===== src/rtl/tx_hop_ramp.sv =====
// Per-hop IQ amplitude envelope: linear ramp up/down on tx_en,
// Q1.15 gain with rounding and saturation in a fixed 2-cycle pipeline.
module tx_hop_ramp #(
  parameter int DATA_WIDTH = 16,
  parameter int GAIN_WIDTH = 16,
  parameter int RAMP_STEP  = 128,
  parameter logic [GAIN_WIDTH-1:0] GAIN_MAX = 16'h8000
) (
  input  logic                  clk,
  input  logic                  reset,
  input  logic [DATA_WIDTH-1:0] in_i,
  input  logic [DATA_WIDTH-1:0] in_q,
  input  logic                  in_tvalid,
  input  logic                  tx_en,
  input  logic                  mute,
  input  logic [GAIN_WIDTH-1:0] gain_target,
  output logic [DATA_WIDTH-1:0] out_i,
  output logic [DATA_WIDTH-1:0] out_q,
  output logic                  out_tvalid,
  output logic [1:0]            ramp_state,
  output logic [GAIN_WIDTH-1:0] cur_gain,
  output logic                  ramp_done
);

  localparam int GW1  = GAIN_WIDTH + 1;
  localparam int PW   = DATA_WIDTH + GAIN_WIDTH + 1;
  localparam int FRAC = GAIN_WIDTH - 1;

  localparam logic [GW1-1:0] STEP_W = GW1'(RAMP_STEP);
  localparam logic signed [PW-1:0] ONE =
    {{(PW-1){1'b0}}, 1'b1};
  localparam logic signed [PW-1:0] RND =
    ONE <<< (FRAC - 1);
  localparam logic signed [PW-1:0] MAXV =
    (ONE <<< (DATA_WIDTH - 1)) - ONE;
  localparam logic signed [PW-1:0] MINV =
    -(ONE <<< (DATA_WIDTH - 1));

  typedef enum logic [1:0] {
    OFF       = 2'b00,
    RAMP_UP   = 2'b01,
    ON        = 2'b10,
    RAMP_DOWN = 2'b11
  } state_t;

  state_t                state;
  logic [GAIN_WIDTH-1:0] tgt;
  logic [GAIN_WIDTH-1:0] tgt_clamp;
  logic [GW1-1:0]        up_sum;

  assign tgt_clamp = (gain_target > GAIN_MAX) ?
                     GAIN_MAX : gain_target;
  assign up_sum    = {1'b0, cur_gain} + STEP_W;
  assign ramp_state = state;

  always_ff @(posedge clk) begin
    if (reset) begin
      state     <= OFF;
      cur_gain  <= '0;
      tgt       <= '0;
      ramp_done <= 1'b0;
    end else begin
      ramp_done <= 1'b0;
      if (mute) begin
        state    <= OFF;
        cur_gain <= '0;
      end else begin
        unique case (state)
          OFF: begin
            cur_gain <= '0;
            if (tx_en) begin
              state <= RAMP_UP;
              tgt   <= tgt_clamp;
            end
          end
          RAMP_UP: begin
            if (!tx_en) begin
              state <= RAMP_DOWN;
            end else if (up_sum >= {1'b0, tgt}) begin
              cur_gain  <= tgt;
              state     <= ON;
              ramp_done <= 1'b1;
            end else begin
              cur_gain <= up_sum[GAIN_WIDTH-1:0];
            end
          end
          ON: begin
            cur_gain <= tgt;
            if (!tx_en) state <= RAMP_DOWN;
          end
          RAMP_DOWN: begin
            if (tx_en) begin
              state <= RAMP_UP;
              tgt   <= tgt_clamp;
            end else if ({1'b0, cur_gain} <= STEP_W) begin
              cur_gain  <= '0;
              state     <= OFF;
              ramp_done <= 1'b1;
            end else begin
              cur_gain <= cur_gain - STEP_W[GAIN_WIDTH-1:0];
            end
          end
          default: state <= OFF;
        endcase
      end
    end
  end

  // Round-half-up then saturate to the signed sample range.
  function automatic logic [DATA_WIDTH-1:0] scale(
    input logic signed [DATA_WIDTH-1:0] x,
    input logic [GAIN_WIDTH-1:0]        g
  );
    logic signed [PW-1:0] p;
    logic signed [PW-1:0] r;
    p = PW'(x) * PW'($signed({1'b0, g}));
    r = (p + RND) >>> FRAC;
    if (r > MAXV)      scale = MAXV[DATA_WIDTH-1:0];
    else if (r < MINV) scale = MINV[DATA_WIDTH-1:0];
    else               scale = r[DATA_WIDTH-1:0];
  endfunction

  logic [DATA_WIDTH-1:0] s1_i;
  logic [DATA_WIDTH-1:0] s1_q;
  logic                  s1_v;
  logic [GAIN_WIDTH-1:0] s1_gain;

  always_ff @(posedge clk) begin
    if (reset) begin
      s1_i       <= '0;
      s1_q       <= '0;
      s1_v       <= 1'b0;
      s1_gain    <= '0;
      out_i      <= '0;
      out_q      <= '0;
      out_tvalid <= 1'b0;
    end else begin
      s1_i       <= in_i;
      s1_q       <= in_q;
      s1_v       <= in_tvalid;
      s1_gain    <= cur_gain;
      out_i      <= scale(s1_i, s1_gain);
      out_q      <= scale(s1_q, s1_gain);
      out_tvalid <= s1_v;
    end
  end

endmodule


===== config.mk =====
export PLATFORM = sky130hd
export DESIGN_NAME = tx_hop_ramp
export DESIGN_NICKNAME = d
export VERILOG_FILES = /design/src/rtl/tx_hop_ramp.sv
export SDC_FILE = /design/constraint.sdc
export NUM_CORES = 1
export LEC_CHECK = 0
export ABC_AREA = 0
export CORE_ASPECT_RATIO = 1.25
export CORE_MARGIN = 4
export CORE_UTILIZATION = 50
export DETAILED_ROUTE_END_ITERATION = 10
export DONT_BUFFER_PORTS = 1
export PLACE_DENSITY = 0.68
export SLEW_MARGIN = 20
export SYNTH_ARGS = -nofsm -noshare
export SYNTH_HDL_FRONTEND = slang
export SYNTH_SLANG_ARGS = --single-unit

===== constraint.sdc =====
create_clock -name clk -period 6.1 [get_ports clk]
set_input_delay 0.61 -clock clk [delete_from_list [all_inputs] [get_ports clk]]
set_output_delay 0.61 -clock clk [all_outputs]
set_load 0.02 [all_outputs]

==> summary.md <==
| Metric | Value |
|---|---|
| Clock Pin Slew Worst Setup and Hold Paths | 0.06 ns |
| Largest net degree at the start of global routing | 91 |
| Synth top area share | 0.364 |
| Switching fraction of total power | 0.306 |
| Pre-Repair DR Iteration Count | 5 |
| Slew Viols, Final | 0 |
| Synth area leader | fa_1 |
| Worst EP arrival | 6.55 ns |
| Gr usage total | 0.240 |
| Setup CP Type | register to register |
| Syn_nets | 3088 |
| Final wirelength | 52500 um |
| Pwr Density | 88.2 mW/mm^2 |
| EDFF count, synth | 0 |
| Synth Register Bits | 117 |
| Seq pwr share | 0.394 |
| Unrepaired setup endpoints after global routing | yes |
| Clock Power Share | 0.460 |
| Total power | 2.18 mW |
| GR Util met1 | 0.283 |
| Sw power | 668 uW |
| Most frequent CP cell | fa_1 |
| Outcome | complete, but fails checks |
| Initial antenna violation count | 6 |
| CP top delay family | adder cells |
| Synth area leaders | fa_1 36%, ha_1 15%, dfxtp_1 11% |
| Global-route wire length before repair | 87400 um |
| Most frequent cells after synthesis | 504 x inv_1, 388 x fa_1, 291 x nand2_1, 257 x ha_1, 227 x and2_1 |
| Fraction of registers with async set or reset after synthesis | 0 |
| Most common cell in the netlist | inv_1 |
| PortBufs | 0 |
| Max Cap Violations | 0 |
| Syn Std Cell Area | 0.0213 sq mm |
| Worst setup margin | -0.0543 ns |
| Clk_lat worst skew | 0.46 ns |
| Fillcell total | 3650 |
| Routed Antenna Nets | 0 |
| Row count | 84 |
| CP max FO | 6 |
| Int Pwr | 1.52 mW |
| GR peak layer | met2 |
| Worst vdd ir | 0.000230 V |
| I/O pin cnt | 105 |
| Pleak | 12.7 nW |
| Avg Vias per Cell | 5.26 |
| Fin nets | 3229 |
| CTS tree | built |
| Ratio of cells with drive above 1 in the final layout | 0.155 |
| Failing checks | negative setup slack |
| HP Class | primary input to register |
| FMAX | 162 MHz |
| Logic pwr share | 0.146 |
| Final Skew | 0.0156 ns |
| HPWL Detailed | 43000 um |
| Syn Inst Count | 2390 |
| Met3 GRT Util | 0.0469 |
| Setup Viol. Count Final | 15 |
| Slowest CP cell | fa_1 |
| Cell breakdown of the critical path | buf_8, and2_4, fa_1, inv_2, fa_1, inv_2, fa_1, fa_1, fa_1, inv_1, fa_1, inv_1, ha_2, a2111o_1, a21o_1, a221oi_4, a211oi_4, nor3_4, nor2_2, or4_1, nor3b_4, buf_6, o21ai_2 |
| WHS | 0.244 ns |
| Starting DRT DRC Count | 644 |
| Worst Path Buf+Inv | 6 |
| Number of global-route vias before repair | 17900 |
| CTS Hold Bufs | 0 |
| Initial core utilization | 0.506 |
| Synth cell types | 68 |
| Gpl congestion | 0.896 |
| DR WL/cell | 16.9 um |
| Top FF cell, synth | dfxtp_1 |
| Mapped Avg Cell Area | 8.92 sq um |
| Clk root buf | clkbuf_16 |
| CTS Buf Count | 17 |
| Die Y | 239 um |
| Multi-input logic area | 0.0171 sq mm |
| CTS Buffer Depth | 2 |
| Die Width | 193 um |
| Die Footprint | 0.0461 sq mm |
| DRC | 0 |
| CP peak stage delay | 0.60 ns |
| Tmin final | 6.15 ns |
| CP Capture Type | register |
| Register area | 0.00240 sq mm |
| Max-slew headroom | 0.421 |
| Hold Violations, Final | 0 |
| Final period utilization | 1.01 |
| WP data required | 6.49 ns |
| Sequential share of the synthesized area | 0.110 |
| Worst-Margin Slew | 0.844 ns |
| Area Overhead vs Synth | 16.1% |
| Core area | 0.0421 sq mm |
| GRT overflow | 0 |
| H-tree levels | 4 |
| Sink Count | 117 |
| Met2 Usage GRT | 0.425 |
| Via count | 16300 |
| Ys Warns | 0 |
| Startpoint Class | register |
-- per-stage QoR --
stage | cell area [sq um] | setup WS [ns] | TNS (ns) | utilization | cells
after floorplan | 21400 | 0.00175 | 0 | - | 2390
after global placement | 23300 | -0.240 | -6.31 | 0.554 | 3038
after detailed placement | 23300 | -0.426 | -10.21 | 0.554 | 3038
after CTS | 24400 | -0.119 | -1.44 | 0.579 | 3089
after global routing | 24800 | -0.306 | -6.30 | 0.587 | 3104
final | 24800 | -0.0543 | -0.505 | 0.588 | 3107
-- power by group through the flow --
stage                     clock [mW]  combinational (mW)  sequential [mW]
after detailed placement           0               0.294            0.878
after global placement             0               0.287            0.879
final                           1.00               0.319            0.861
after floorplan                    0               0.192            0.860
after CTS                       1.02               0.312            0.861
after global routing            1.06               0.356            0.864
-- flip-flops by register name, summed over array words and instances, names as in the netlist --
name / cells
ramp_done: 1
s1_i: 16
out_i: 16
s1_gain: 16
s1_q: 16
out_q: 16
s1_v: 1
cur_gain: 16
ramp_state: 2
tgt: 16
out_tvalid: 1
-- worst register-to-register path, cell delays in order, from the launching register on --
cell      delay (ns)
dfxtp_4         0.36
buf_8           0.13
and2_4          0.15
fa_1            0.52
inv_2           0.05
fa_1            0.52
inv_2           0.05
fa_1            0.60
fa_1            0.46
fa_1            0.50
inv_1           0.05
fa_1            0.47
inv_1           0.04
ha_2            0.17
a2111o_1        0.28
a21o_1          0.19
a221oi_4        0.24
a211oi_4        0.14
nor3_4          0.17
nor2_2          0.06
or4_1           0.47
nor3b_4         0.21
buf_6           0.16
o21ai_2         0.11
-- logic make-up (layout without fill, tap and decap cells) --
family	count (synthesis)	count (layout)	synth area share
AND/OR/NAND/NOR	741	741	0.175
adder cells (fa/ha/maj)	645	645	0.515
buffers and inverters	614	767	0.109
AO/OA/AOI/OAI	221	221	0.0699
flip-flops	117	117	0.110
XOR/XNOR	48	48	0.0197
multiplexers	4	4	0.00188
other	0	5	0
-- area by class of cell --
| cell class | count | share of cell area |
|---|---|---|
| clock buffer | 18 | 0.0177 |
| clock inverter | 13 | 0.00505 |
| antenna | 5 | 0.000505 |
| tap | 559 | 0.0282 |
| sequential | 117 | 0.0968 |
| multi-input combinational | 1659 | 0.690 |
| timing repair buffer | 231 | 0.0850 |
| inverter | 505 | 0.0766 |
-- repair_timing --
| action | CTS | global route |
|---|---|---|
| resized for setup | 85 | 71 |
| endpoints found under the setup margin | 32 | 32 |
| buffers inserted | 19 | 13 |
| gates cloned | 1 | 1 |
| pin swaps | 39 | 28 |
-- layer usage --
metal  up-vias  part of all wire
met4         2             0.040
met5         -           0.00021
met3       130             0.055
met1      8185              0.38
li1       7585                 -
met2       442              0.52
-- placed cells by master (no fill, tap or decap), types with 8 or more instances in the layout --
cell type,n
buf_12,20
fa_1,379
nor2b_1,51
buf_4,189
buf_6,17
clkbuf_16,19
fa_2,9
o21ai_1,9
xor2_1,20
inv_1,492
nand3_1,12
ha_4,10
o21ai_2,16
xnor2_1,28
o31ai_1,12
a21oi_2,10
nand2_1,287
and2_4,8
and2_1,219
a21o_1,21
dfxtp_4,8
nor2_1,68
ha_1,245
a22oi_1,11
nand2b_1,17
o21ai_0,21
dfxtp_2,20
dfxtp_1,89
nand4_1,14
a21oi_1,51
inv_2,13
nor3_1,13
-- final timing paths --
check | from | end | slack (ns) | depth (start not counted)
max | s1_gain[5]$_SDFF_PP0_ | out_i[9]$_SDFF_PP0_ | -0.05 | 23
min | tx_en | ramp_state[0]$_SDFFE_PP0P_ | 0.24 | 1
max reg2reg | s1_gain[5]$_SDFF_PP0_ | out_i[9]$_SDFF_PP0_ | -0.05 | 23
min reg2reg | s1_v$_SDFF_PP0_ | out_tvalid$_SDFF_PP0_ | 0.45 | 1
Power figures use the tool's default switching activity.
